==> config.mk <==
export PLATFORM = sky130hd
export DESIGN_NAME = sram_arbiter
export DESIGN_NICKNAME = d
export VERILOG_FILES = /design/src/rtl/sram_arbiter.sv
export SDC_FILE = /design/constraint.sdc
export NUM_CORES = 1
export LEC_CHECK = 0
export CORE_AREA = 2 2 153 155
export DETAILED_ROUTE_END_ITERATION = 10
export DIE_AREA = 0 0 155 157
export GPL_TIMING_DRIVEN = 0
export PLACE_DENSITY = 0.85
export SYNTH_ARGS = -nofsm -noshare
export SYNTH_HDL_FRONTEND = slang
export SYNTH_HIERARCHICAL = 1
export SYNTH_SLANG_ARGS = --single-unit
==> constraint.sdc <==
create_clock -name clk -period 2.3 [get_ports clk]
set_input_delay 0.575 -clock clk [delete_from_list [all_inputs] [get_ports clk]]
set_output_delay 0.575 -clock clk [all_outputs]
set_load 0.02 [all_outputs]
==> src/rtl/sram_arbiter.sv <==
// Round-robin arbiter sharing one SRAM controller between two requesters.
// Commands are latched on grant; a one-cycle RELEASE state keeps the controller enables low between accesses.
module sram_arb_port #(
    parameter int RDATA_W = 64
) (
    input  logic               clk,
    input  logic               rst_n,
    input  logic               done,
    input  logic               capture,
    input  logic [RDATA_W-1:0] mem_read_data,
    output logic               ready,
    output logic [RDATA_W-1:0] read_data
);
    logic               ready_q, ready_d;
    logic [RDATA_W-1:0] read_data_q, read_data_d;

    always_comb begin
        ready_d     = done;
        read_data_d = capture ? mem_read_data : read_data_q;
    end

    always_ff @(posedge clk or negedge rst_n) begin
        if (!rst_n) begin
            ready_q     <= 1'b0;
            read_data_q <= '0;
        end else begin
            ready_q     <= ready_d;
            read_data_q <= read_data_d;
        end
    end

    assign ready     = ready_q;
    assign read_data = read_data_q;
endmodule

module sram_arbiter #(
    parameter int ADDR_W  = 32,
    parameter int WDATA_W = 32,
    parameter int RDATA_W = 64
) (
    input  logic               clk,
    input  logic               rst_n,
    input  logic               p0_rd_en,
    input  logic               p0_wr_en,
    input  logic [ADDR_W-1:0]  p0_address,
    input  logic [WDATA_W-1:0] p0_write_data,
    output logic               p0_ready,
    output logic [RDATA_W-1:0] p0_read_data,
    input  logic               p1_rd_en,
    input  logic               p1_wr_en,
    input  logic [ADDR_W-1:0]  p1_address,
    input  logic [WDATA_W-1:0] p1_write_data,
    output logic               p1_ready,
    output logic [RDATA_W-1:0] p1_read_data,
    output logic               mem_rd_en,
    output logic               mem_wr_en,
    output logic [ADDR_W-1:0]  mem_address,
    output logic [WDATA_W-1:0] mem_write_data,
    input  logic               mem_ready,
    input  logic [RDATA_W-1:0] mem_read_data,
    output logic               busy
);
    localparam int NUM_PORTS = 2;

    typedef enum logic [1:0] {IDLE, GRANT, RELEASE} state_t;

    typedef struct packed {
        logic               wr;
        logic [ADDR_W-1:0]  addr;
        logic [WDATA_W-1:0] wdata;
    } cmd_t;

    state_t                  state_q, state_d;
    logic                    gnt_q, gnt_d;
    logic                    last_q, last_d;
    cmd_t                    cmd_q, cmd_d;
    logic                    mem_rd_en_q, mem_rd_en_d;
    logic                    mem_wr_en_q, mem_wr_en_d;
    logic                    win;

    logic [NUM_PORTS-1:0]              req;
    cmd_t [NUM_PORTS-1:0]              port_cmd;
    logic [NUM_PORTS-1:0]              port_done;
    logic [NUM_PORTS-1:0]              port_capture;
    logic [NUM_PORTS-1:0]              port_ready;
    logic [NUM_PORTS-1:0][RDATA_W-1:0] port_rdata;

    // A port asserting both enables is treated as a write.
    assign req[0]      = p0_rd_en | p0_wr_en;
    assign req[1]      = p1_rd_en | p1_wr_en;
    assign port_cmd[0] = '{wr: p0_wr_en, addr: p0_address, wdata: p0_write_data};
    assign port_cmd[1] = '{wr: p1_wr_en, addr: p1_address, wdata: p1_write_data};

    always_comb begin
        state_d     = state_q;
        gnt_d       = gnt_q;
        last_d      = last_q;
        cmd_d       = cmd_q;
        mem_rd_en_d = mem_rd_en_q;
        mem_wr_en_d = mem_wr_en_q;
        win         = 1'b0;
        case (state_q)
            IDLE: begin
                if (|req) begin
                    win         = (req[0] && req[1]) ? ~last_q : req[1];
                    gnt_d       = win;
                    cmd_d       = port_cmd[win];
                    mem_wr_en_d = port_cmd[win].wr;
                    mem_rd_en_d = ~port_cmd[win].wr;
                    state_d     = GRANT;
                end
            end
            GRANT: begin
                if (mem_ready) begin
                    last_d      = gnt_q;
                    mem_rd_en_d = 1'b0;
                    mem_wr_en_d = 1'b0;
                    state_d     = RELEASE;
                end
            end
            RELEASE: state_d = IDLE;
            default: state_d = IDLE;
        endcase
    end

    always_ff @(posedge clk or negedge rst_n) begin
        if (!rst_n) begin
            state_q     <= IDLE;
            gnt_q       <= 1'b0;
            last_q      <= 1'b1;
            cmd_q       <= '0;
            mem_rd_en_q <= 1'b0;
            mem_wr_en_q <= 1'b0;
        end else begin
            state_q     <= state_d;
            gnt_q       <= gnt_d;
            last_q      <= last_d;
            cmd_q       <= cmd_d;
            mem_rd_en_q <= mem_rd_en_d;
            mem_wr_en_q <= mem_wr_en_d;
        end
    end

    // Completion is steered to the granted port; only reads update its data.
    generate
        for (genvar i = 0; i < NUM_PORTS; i++) begin : g_port
            assign port_done[i]    = (state_q == GRANT) && mem_ready && (gnt_q == 1'(i));
            assign port_capture[i] = port_done[i] && !cmd_q.wr;
            sram_arb_port #(.RDATA_W(RDATA_W)) u_port (
                .clk          (clk),
                .rst_n        (rst_n),
                .done         (port_done[i]),
                .capture      (port_capture[i]),
                .mem_read_data(mem_read_data),
                .ready        (port_ready[i]),
                .read_data    (port_rdata[i])
            );
        end
    endgenerate

    assign p0_ready       = port_ready[0];
    assign p1_ready       = port_ready[1];
    assign p0_read_data   = port_rdata[0];
    assign p1_read_data   = port_rdata[1];
    assign mem_rd_en      = mem_rd_en_q;
    assign mem_wr_en      = mem_wr_en_q;
    assign mem_address    = cmd_q.addr;
    assign mem_write_data = cmd_q.wdata;
    assign busy           = (state_q != IDLE);
endmodule
==> parameters.txt <==
Parameter                              Value

CTS
  Post-CTS Setup Bufs ... 0
  Deepest clock path buffer count ... 3
  Clock tree from TritonCTS ... done
  Clock-pin slew reported for the worst setup and hold paths after clock tree synthesis ... 0.06 ns
  Clock insertion delay at the later pin of the skew report ... 0.51 ns
  CTS root buffer ... sky130_fd_sc_hd__clkbuf_16
  H-tree Lvls ... 1
  TritonCTS buffer count ... 22
  Clock tree sinks ... 201

Yosys
  Average cell area after synthesis ... 14.5 µm²
  Netlist cell types ... 32
  Post-Synth XOR/XNOR Area ... 0%
  Synthesized-area fraction occupied by and/or/nand/nor cells ... 1.10%
  Count of mapped cells out of synthesis ... 677
  Main combinational cell family by area after synthesis ... multiplexers
  Warnings from Yosys ... 6
  Mapped Nets ... 876
  #FFs+latches synth ... 201
  Synthesized-area fraction occupied by adder cells ... 0%
  Post-synthesis sequential area ratio ... 51.4%
  Compound-gate portion of the synthesized area ... 17.8%
  Area of the mapped netlist ... 0.00980 mm²
  Portion of netlist area occupied by mux cells ... 19.4%

Floorplan
  Placeable core region ... 0.0225 mm²
  Total Die Area ... 0.0243 mm²
  Cell row count ... 55
  Top-level I/O count ... 396
  Chip height ... 157 µm
  Effective utilization at floorplan ... 43.5%
  Horizontal die dimension ... 155 µm

STA
  RSZ-0062 raised after global routing ... false
  Relative slew margins ... 51.8%
  Portion of the clock cycle consumed by the worst path in the final layout ... 97.4%
  Top achievable clock speed ... 446 MHz
  Final critical path time including I/O delays and setup ... 2.24 ns
  Post-Route Skew ... 0.0155 ns
  Worst Hold Slack ... 0.0402 ns
  Slew at the pin closest to its max-slew limit ... 0.722 ns
  Final count of negative-setup-slack endpoints ... 0
  Final sum of negative setup slack ... 0 ns
  Pins over their slew limit ... 0
  Least setup slack across all paths after layout ... 0.0596 ns
  Total count of hold-check failures in the final report ... 0

Final layout
  Synth-to-Final Area Change ... 52.5%
  Final standard cell utilization of the core ... 66.4%
  Commonest cells after routing, fill and taps aside ... 393 x sky130_fd_sc_hd__clkdlybuf4s50_1, 200 x sky130_fd_sc_hd__dfrtp_1, 120 x sky130_fd_sc_hd__mux2_4, 67 x sky130_fd_sc_hd__buf_4, 64 x sky130_fd_sc_hd__a311oi_1
  Reg area ... 0.00503 mm²
  Count of non-filler cells in the finished layout ... 1399
  Final cell area excluding filler cells ... 0.0149 mm²
  Commonest non-fill, non-tap cell in the layout ... sky130_fd_sc_hd__clkdlybuf4s50_1
  Number of filler instances in the final layout ... 1628
  Nets ... 1295
  Total area of multi-input combinational cells ... 0.00376 mm²
  Fraction of final layout cells sized beyond drive strength 1 ... 28.4%

Pwr
  Largest voltage drop on the vdd net ... 0.677 mV
  Total power per unit cell area ... 1540 mW/mm²
  Static leakage ... 6.21 nW
  Total design power ... 23.0 mW

Placed design
  Placed instance area ... 0.0141 mm²
  Setup slack at placement ... -0.278 ns
  Buffers added on ports ... 395
  Last weighted congestion value of the routability-driven placer ... 0.851
  Placed instance count ... 1358
  Half-perimeter wire length after detailed placement ... 23500 µm

GRT
  Global route overflow ... 0
  First-pass GRT wire length ... 47800 µm
  Number of antenna violations at the first check in global routing ... 2
  Via count of the first global-routing pass ... 8163
  Largest net degree at the start of global routing ... 116
  Aggregate global-route resource usage ... 25.2%

Outcome
  Result of the run ... finished clean

Routing
  Pre-Repair DR Iteration Count ... 5
  Post-route DRC violation count ... 0
  Routed wirelength normalized by instance count ... 22.6 µm
  Vias post-DR ... 7443
  Post-route ant nets ... 0
  Count of routing violations after the opening detailed-route iteration ... 277
  Vias per inst ... 5.32
  Detailed-route wire length ... 31600 µm

Setup path
  Worst path required time ... 1.73 ns
  Category of the worst setup path capture point ... output pin
  Maximum fanout along the worst path ... 16
  Worst path arrival time ... 1.67 ns
  Type of element launching the critical path ... flop
  Type of the worst setup path ... flop to output pin

Min path
  Worst hold path class ... input port to async pin

Run
  Maxcap violations ... 0
-- cell type report --
cell class	instances	share of cell area (%)
Clock buffer	28	4.17
Tap cell	285	2.39
Clock inverter	12	1.14
Sequential cell	201	33.7
Inverter	2	0.0503
Buffer	125	6.69
Antenna cell	2	0.0335
Timing Repair Buffer	396	26.7
Multi-Input combinational cell	348	25.2
-- timing repair --
action / in CTS / in global routing
hold buffers: 0 / 0
endpoints found under the setup margin: 1 / 0
resized for setup: 2 / 0
endpoints found under the hold margin: 0 / 0
-- final timing paths --
| kind | slack (ns) | start | end | cells past startpoint |
|---|---|---|---|---|
| worst max-delay path | 0.06 | state_q[0] | busy | 3 |
| worst min-delay path | 0.04 | rst_n | mem_address[5] | 1 |
| worst max register to register | 0.44 | state_q[1] | g_port[1].u_port/read_data[16] | 7 |
| worst min register to register | 0.50 | last_q | last_q | 2 |
| max in group asynchronous | 1.24 | rst_n | g_port[0].u_port/read_data[12] | 2 |
| min in group clk | 0.50 | last_q | last_q | 2 |
-- metal layers --
metal  GRT usage [%]  wire length, µm
met1            27.5            11300
met2            46.3            16300
met3            7.74             2860
met4            8.86             1050
met5               0                0
-- registers in the layout, indices dropped and copies added, names as in the netlist --
signal / flops
gnt_q: 1
cmd_q: 1
mem_wr_en: 1
mem_write_data: 32
state_q: 2
g_port.u_port/read_data: 128
last_q: 1
g_port.u_port/ready: 2
mem_address: 32
mem_rd_en: 1
-- power by group --
part / leakage (nW) / switching [mW] / internal [mW] / total, mW
Clock: 0.383 / 1.50 / 2.28 / 3.78
Combinational: 3.45 / 5.60 / 7.08 / 12.7
Sequential: 2.37 / 1.20 / 5.35 / 6.55
-- worst max-delay path, stage by stage, from the launching register on --
cell and delay, ns:
sky130_fd_sc_hd__dfrtp_1 0.40, sky130_fd_sc_hd__or2_1 0.23, sky130_fd_sc_hd__buf_4 0.20, sky130_fd_sc_hd__dlygate4sd2_1 0.34
-- cells by family after synthesis --
group | Yosys count
multiplexers | 129
buffers and inverters | 128
AO/OA/AOI/OAI | 202
AND/OR/NAND/NOR | 17
flip-flops | 201
-- cells in the mapped netlist --
cell                        count  area share (%)
sky130_fd_sc_hd__dfrtp_1      200              51
sky130_fd_sc_hd__a311oi_1      64             5.7
sky130_fd_sc_hd__nand2b_1       1           0.064
sky130_fd_sc_hd__buf_4         66             5.1
sky130_fd_sc_hd__a2bb2oi_1     26             2.3
sky130_fd_sc_hd__o21ai_2        1           0.089
sky130_fd_sc_hd__nor3_1         2            0.10
sky130_fd_sc_hd__dfstp_2        1            0.27
sky130_fd_sc_hd__mux2_4       120              18
sky130_fd_sc_hd__inv_1          2           0.077
sky130_fd_sc_hd__buf_12        12             2.5
sky130_fd_sc_hd__a21boi_0       1           0.077
sky130_fd_sc_hd__buf_6          8            0.92
sky130_fd_sc_hd__buf_1          1           0.038
sky130_fd_sc_hd__mux2_1         1            0.11
sky130_fd_sc_hd__nand2_1        3            0.11
sky130_fd_sc_hd__nor2_1         4            0.15
sky130_fd_sc_hd__o21a_1         1           0.077
sky130_fd_sc_hd__a21o_1         1           0.077
sky130_fd_sc_hd__or2_1          3            0.19
sky130_fd_sc_hd__mux2_2         8            0.92
sky130_fd_sc_hd__o21ai_0       56             2.9
sky130_fd_sc_hd__nand3b_1       1           0.077
sky130_fd_sc_hd__nor4_4         1            0.22
sky130_fd_sc_hd__buf_2         19            0.97
sky130_fd_sc_hd__and2_1         1           0.064
sky130_fd_sc_hd__a2bb2oi_2     38             5.8
sky130_fd_sc_hd__nor2_4         1            0.11
sky130_fd_sc_hd__o211ai_1       1           0.077
sky130_fd_sc_hd__clkbuf_1      20            0.77
sky130_fd_sc_hd__o21ai_1       12            0.61
sky130_fd_sc_hd__o2bb2ai_1      1           0.089
No activity file was read; power rests on OpenSTA's default activity.
